--- src/rtl/matrix_pkg.sv ---
// matrix_pkg: frame geometry, pixel/word widths and controller state encoding shared by the matrix datapath.
package matrix_pkg;
    localparam int ROW_PIX = 28;
    localparam int ROWS    = 28;
    localparam int PIX_W   = 8;
    localparam int WORD_W  = 32;
    typedef enum logic [1:0] {
        ST_IDLE,
        ST_ACTIVE,
        ST_DRAIN
    } state_t;
endpackage

--- src/rtl/result_fifo.sv ---
// result_fifo: synchronous word FIFO; a push into a full FIFO is taken when the head pops in the same cycle.
module result_fifo
    import matrix_pkg::*;
#(
    parameter int W = WORD_W,
    parameter int D = 4
) (
    input  logic                 clk,
    input  logic                 rst,
    input  logic                 push,
    input  logic [W-1:0]         din,
    input  logic                 pop,
    output logic [W-1:0]         dout,
    output logic                 full,
    output logic                 empty,
    output logic [$clog2(D):0]   count
);
    localparam int AW = $clog2(D);
    logic [W-1:0] mem [D];
    logic [AW:0]  wr_ptr;
    logic [AW:0]  rd_ptr;
    logic         do_push;
    logic         do_pop;
    assign count   = wr_ptr - rd_ptr;
    assign empty   = count == '0;
    assign full    = count == (AW+1)'(D);
    assign do_pop  = pop && !empty;
    assign do_push = push && (!full || do_pop);
    // Head is read straight out of the storage flops, so it is valid the cycle after its push.
    assign dout    = mem[rd_ptr[AW-1:0]];
    always_ff @(posedge clk) begin
        if (rst) begin
            wr_ptr <= '0;
            rd_ptr <= '0;
            for (int i = 0; i < D; i++) mem[i] <= '0;
        end else begin
            if (do_push) begin
                mem[wr_ptr[AW-1:0]] <= din;
                wr_ptr <= wr_ptr + (AW+1)'(1);
            end
            if (do_pop) rd_ptr <= rd_ptr + (AW+1)'(1);
        end
    end
endmodule

--- src/rtl/result_buffer.sv ---
// result_buffer: requantises ALU results to 8 bits, packs 4 pixels per word and queues words for the store path.
// Defining RESULT_BUF_SAT_CNT_EN adds the per-frame clamp counter on port sat_count.
module result_buffer #(
    parameter int ACC_W   = 20,
    parameter int SHIFT   = 4,
    parameter int ROW_PIX = matrix_pkg::ROW_PIX,
    parameter int ROWS    = matrix_pkg::ROWS,
    parameter int FIFO_D  = 4
) (
    input  logic                          clk,
    input  logic                          rst,
    input  logic                          start,
    input  logic                          res_valid,
    input  logic signed [ACC_W-1:0]       res_data,
    output logic                          res_ready,
    output logic                          word_valid,
    output logic [matrix_pkg::WORD_W-1:0] word_data,
    input  logic                          word_ready,
    output logic                          row_done,
    output logic                          frame_done,
    output logic                          busy
`ifdef RESULT_BUF_SAT_CNT_EN
    ,
    output logic [15:0]                   sat_count
`endif
);
    import matrix_pkg::*;
    localparam int CW = $clog2(ROW_PIX);
    localparam int RW = $clog2(ROWS);
    state_t                    state;
    logic [CW-1:0]             col;
    logic [RW-1:0]             row;
    logic [3*PIX_W-1:0]        pack;
    logic signed [ACC_W-1:0]   v;
    logic                      neg;
    logic                      big;
    logic [PIX_W-1:0]          pix;
    logic                      accept;
    logic                      push;
    logic                      pop;
    logic                      last_col;
    logic                      last_pix;
    logic                      start_ok;
    logic                      drain_done;
    logic                      fifo_full;
    logic                      fifo_empty;
    logic [$clog2(FIFO_D):0]   fifo_count;
    assign v   = res_data >>> SHIFT;
    assign neg = v[ACC_W-1];
    assign big = !neg && |v[ACC_W-2:PIX_W];
    assign pix = neg ? '0 : big ? '1 : v[PIX_W-1:0];
    // Hold the 4th pixel off only when its word would have nowhere to go.
    assign res_ready  = (state == ST_ACTIVE) && !(col[1:0] == 2'd3 && fifo_full);
    assign accept     = res_valid && res_ready;
    assign push       = accept && col[1:0] == 2'd3;
    assign word_valid = !fifo_empty;
    assign pop        = word_valid && word_ready;
    assign last_col   = col == CW'(ROW_PIX - 1);
    assign last_pix   = last_col && row == RW'(ROWS - 1);
    assign start_ok   = start && state == ST_IDLE && !frame_done;
    assign drain_done = fifo_empty || (pop && fifo_count == ($clog2(FIFO_D)+1)'(1));
    result_fifo #(.W(WORD_W), .D(FIFO_D)) u_fifo (
        .clk   (clk),
        .rst   (rst),
        .push  (push),
        .din   ({pix, pack}),
        .pop   (pop),
        .dout  (word_data),
        .full  (fifo_full),
        .empty (fifo_empty),
        .count (fifo_count)
    );
    always_ff @(posedge clk) begin
        if (rst) begin
            state      <= ST_IDLE;
            col        <= '0;
            row        <= '0;
            pack       <= '0;
            row_done   <= 1'b0;
            frame_done <= 1'b0;
            busy       <= 1'b0;
        end else begin
            row_done   <= push && last_col;
            frame_done <= 1'b0;
            if (start_ok) begin
                state <= ST_ACTIVE;
                busy  <= 1'b1;
            end
            if (state == ST_DRAIN && drain_done) begin
                state      <= ST_IDLE;
                frame_done <= 1'b1;
                busy       <= 1'b0;
            end
            // Pixels shift in from the top so the first of each group lands in the lowest byte.
            if (accept) begin
                pack <= {pix, pack[3*PIX_W-1:PIX_W]};
                col  <= last_col ? '0 : col + CW'(1);
                if (last_col) row <= last_pix ? '0 : row + RW'(1);
                if (last_pix) state <= ST_DRAIN;
            end
        end
    end
`ifdef RESULT_BUF_SAT_CNT_EN
    logic sat;
    assign sat = neg || big;
    always_ff @(posedge clk) begin
        if (rst || start_ok) sat_count <= '0;
        else if (accept && sat && sat_count != 16'hFFFF) sat_count <= sat_count + 16'd1;
    end
`endif
endmodule

--- config.mk ---
export PLATFORM = sky130hd
export DESIGN_NAME = result_buffer
export DESIGN_NICKNAME = d
export VERILOG_FILES = /design/src/rtl/matrix_pkg.sv /design/src/rtl/result_fifo.sv /design/src/rtl/result_buffer.sv
export SDC_FILE = /design/constraint.sdc
export NUM_CORES = 1
export LEC_CHECK = 0
export CORE_MARGIN = 4
export CORE_UTILIZATION = 50
export DETAILED_ROUTE_END_ITERATION = 7
export PLACE_DENSITY = 0.7
export REMOVE_ABC_BUFFERS = 1
export SYNTH_ARGS = -nofsm -noshare
export SYNTH_HDL_FRONTEND = slang
export SYNTH_SLANG_ARGS = --single-unit
--- constraint.sdc ---
create_clock -name clk -period 13.8 [get_ports clk]
set_input_delay 1.38 -clock clk [delete_from_list [all_inputs] [get_ports clk]]
set_output_delay 1.38 -clock clk [all_outputs]
set_load 0.005 [all_outputs]
==> impl_metrics.py <==
metrics = {
    "outcome": {
        "status": "finished, final reports clean",
    },
    "clock_tree": {
        "ctsHtreeMaxLevel": 4,
        "cts_buffers": 17,
        "cts_sinks": 175,
        "hold_buffers": 0,
        "cts_tree": "built",
        "path_clk_slew_ns": 0.06,
        "clk_latency_ns": 0.42,
        "clock_path_buffers": 2,
        "post-cts-setup-buffers": 0,
        "cts-root-buf": "clkbuf_16",
        "post_cts_resized": 0,
    },
    "pwr": {
        "p_int_uw": 945,
        "switching_share_pct": 22.8,
        "p_leak_uw": 0.00306,
        "powerDensity_mw_per_mm2": 139,
        "p_switching_uw": 280,
        "irDropWorstVdd_mv": 0.0816,
        "total_power_uw": 1230,
        "seq_power_share_pct": 47.9,
        "clockPowerShare_pct": 37.3,
        "combPwrFrac_pct": 14.8,
    },
    "synth": {
        "synth.avg_cell_area_um2": 13.9,
        "synth-simple-area-share_pct": 16.2,
        "synth_area_leaders": "edfxtp_1, dfxtp_1, mux4_2",
        "synthFlopType": "edfxtp_1",
        "synth_top_family_by_area": "simple AND/OR/NAND/NOR gates",
        "synth.largest_area_cell": "edfxtp_1",
        "async_flop_share_pct": 0,
        "netlist_instances": 543,
        "ys_ff_latch": 175,
        "synth_mux_area_share_pct": 9.70,
        "synth-edff-count": 128,
        "synthXorXnorAreaFrac_pct": 1.15,
        "ys_types": 50,
        "synth_top_area_share_pct": 51.0,
        "synth_compound_area_share_pct": 5.63,
        "ys_seq_area_share_pct": 63.5,
        "synth_warnings": 0,
        "syn_area_mm2": 0.00754,
        "synthAdderAreaFrac_pct": 1.10,
    },
    "floorplanning": {
        "core-area_mm2": 0.0146,
        "start_util_pct": 51.5,
        "io_pins": 62,
        "rows": 44,
        "fp.dieArea_mm2": 0.0171,
        "die_x_um": 131,
        "die_h_um": 131,
    },
    "layout": {
        "antenna-diode-count": 0,
        "fin_area_mm2": 0.00880,
        "drive_gt1_share_pct": 15.1,
        "fin_nets": 628,
        "layout_commonest_cell": "edfxtp_1",
        "final_cell_mix": "edfxtp_1, and2_1, clkdlybuf4s50_1",
        "fin_util_pct": 60.1,
        "syn_to_final_growth_pct": 16.8,
        "fin_cells": 794,
    },
    "sta": {
        "post-route-period-util_pct": 36.8,
        "clock_skew_ns": 0.00571,
        "slew_headroom_pct": 20.4,
        "fin_setup_tns_ns": 0,
        "drv_slew": 0,
        "fmax_ghz": 0.197,
        "tightest_slew_ns": 1.19,
        "hold_violations": 0,
        "setup-violations-final": 0,
        "layout_min_cycle_time_ns": 5.07,
        "rsz0062_at_grt": "no",
    },
    "critical_path": {
        "cp-start-kind": "flop",
        "crit_end": "u_fifo.mem[0][8]",
        "r2r_slack_ns": 8.73,
        "crit_start": "u_fifo.wr_ptr[0]",
        "crit_type": "reg2reg",
        "crit_required_ns": 13.90,
        "end_kind": "flop",
        "r2r-start": "u_fifo.wr_ptr[0]",
        "r2r_cells": 8,
        "r2r_end": "u_fifo.mem[0][8]",
        "path_max_fanout": 27,
        "worst_ep_arrival_time_ns": 5.17,
    },
    "grt": {
        "grtUsageMet1_pct": 24.8,
        "grt_pass1_vias": 4696,
        "antenna_found_initial": 0,
        "met2_usage_pct": 34.6,
        "grt_first_pass_wirelength_um": 25100,
        "grt_util_all_layers_pct": 19.8,
        "grt_busiest_layer": "met2",
        "grt_max_degree": 47,
        "use_met3_pct": 4.96,
        "grt_overflow_total": 0,
    },
    "routing": {
        "wl_um": 16000,
        "detail_route.wl_per_cell_um": 20.1,
        "firstDrtPassIters": 5,
        "routed_via_density": 5.63,
        "drtIter0Drc": 352,
        "drc": 0,
        "route.vias.total": 4472,
        "antenna_left": 0,
    },
    "hold_path": {
        "hp-class": "reg2reg",
    },
    "placed_design": {
        "hpwl_um": 9280,
        "portBuffers": 57,
        "dpl_cell_area_mm2": 0.00824,
        "dp_cells": 762,
        "gp_congestion": 0.743,
    },
    "run": {
        "cap_violations": 0,
    },
}
power groups by stage:
stage | clock network [uW] | logic (uW) | registers, uW
2_1_floorplan | 0 | 83.8 | 611
3_3_place_gp | 0 | 182 | 597
3_5_place_dp | 0 | 183 | 598
4_1_cts | 463 | 184 | 587
5_1_grt | 484 | 195 | 588
6_report | 457 | 181 | 587
cells in the mapped netlist, drive strengths merged, types with 3 or more instances:
cell type,count
and2,97
nor4,3
nor3,7
o31ai,9
or3,4
a21oi,27
clkbuf,12
buf,18
dfxtp,47
nand2,46
mux4,32
o21bai,8
xor2,3
inv,5
nand3,17
o21ai,7
edfxtp,128
o211ai,3
nor2,42
ha,5
metrics by stage:
step                setup slack [ns]  hold WS (ns)
global placement                8.52         0.461
finish                          8.73         0.476
floorplan                       8.86         0.443
global route                    8.46         0.506
CTS                             8.69         0.477
detailed placement              8.51         0.469
worst min-delay path by stage:
stage	start	end	cells after the start
finish	col[1]	col[1]	2
global route	col[1]	col[1]	2
CTS	col[1]	col[1]	2
detailed placement	col[1]	col[1]	2
global placement	row[1]	row[1]	2
floorplan	col[1]	col[1]	2
metal layers:
layer | wire, um | up-vias
met3 | 766 | 18
met5 | 0 | -
met2 | 8270 | 126
li1 | - | 2096
met4 | 183 | 0
met1 | 6770 | 2232
state kept, by name, summed over array words and instances, names as in the netlist, named ones only:
register and flops:
u_fifo.mem 128, pack 24, col 5, row 5
u_fifo.rd_ptr 3, u_fifo.wr_ptr 3, state 2, busy 1
frame_done 1, row_done 1
layout make-up:
type                       count  area (um2)
clock buffer                  19         443
fill                        1158        5840
sequential                   175        4790
inverter                       7        26.3
clock inverter                13         120
multi-input combinational    331        2570
tap                          184         230
timing repair buffer          65         631
cell families after synthesis:
| kind of cell | after synthesis |
|---|---|
| muxes | 33 |
| buffers and inverters | 37 |
| DFF | 175 |
| and+or+nand+nor | 225 |
| xor gates and xnor gates | 6 |
| adders and majority gates | 6 |
| AOI/OAI and AO/OA | 61 |
worst max-delay path: stages (launching register included):
cell      delay, ns
dfxtp_1        0.51
clkinv_1       0.35
ha_1           0.31
fa_1           0.42
xnor3_2        0.49
o2111a_1       1.05
nand3_2        0.40
nand2_1        0.80
buf_4          0.41
Note: power is estimated with default switching activity, not from simulation.
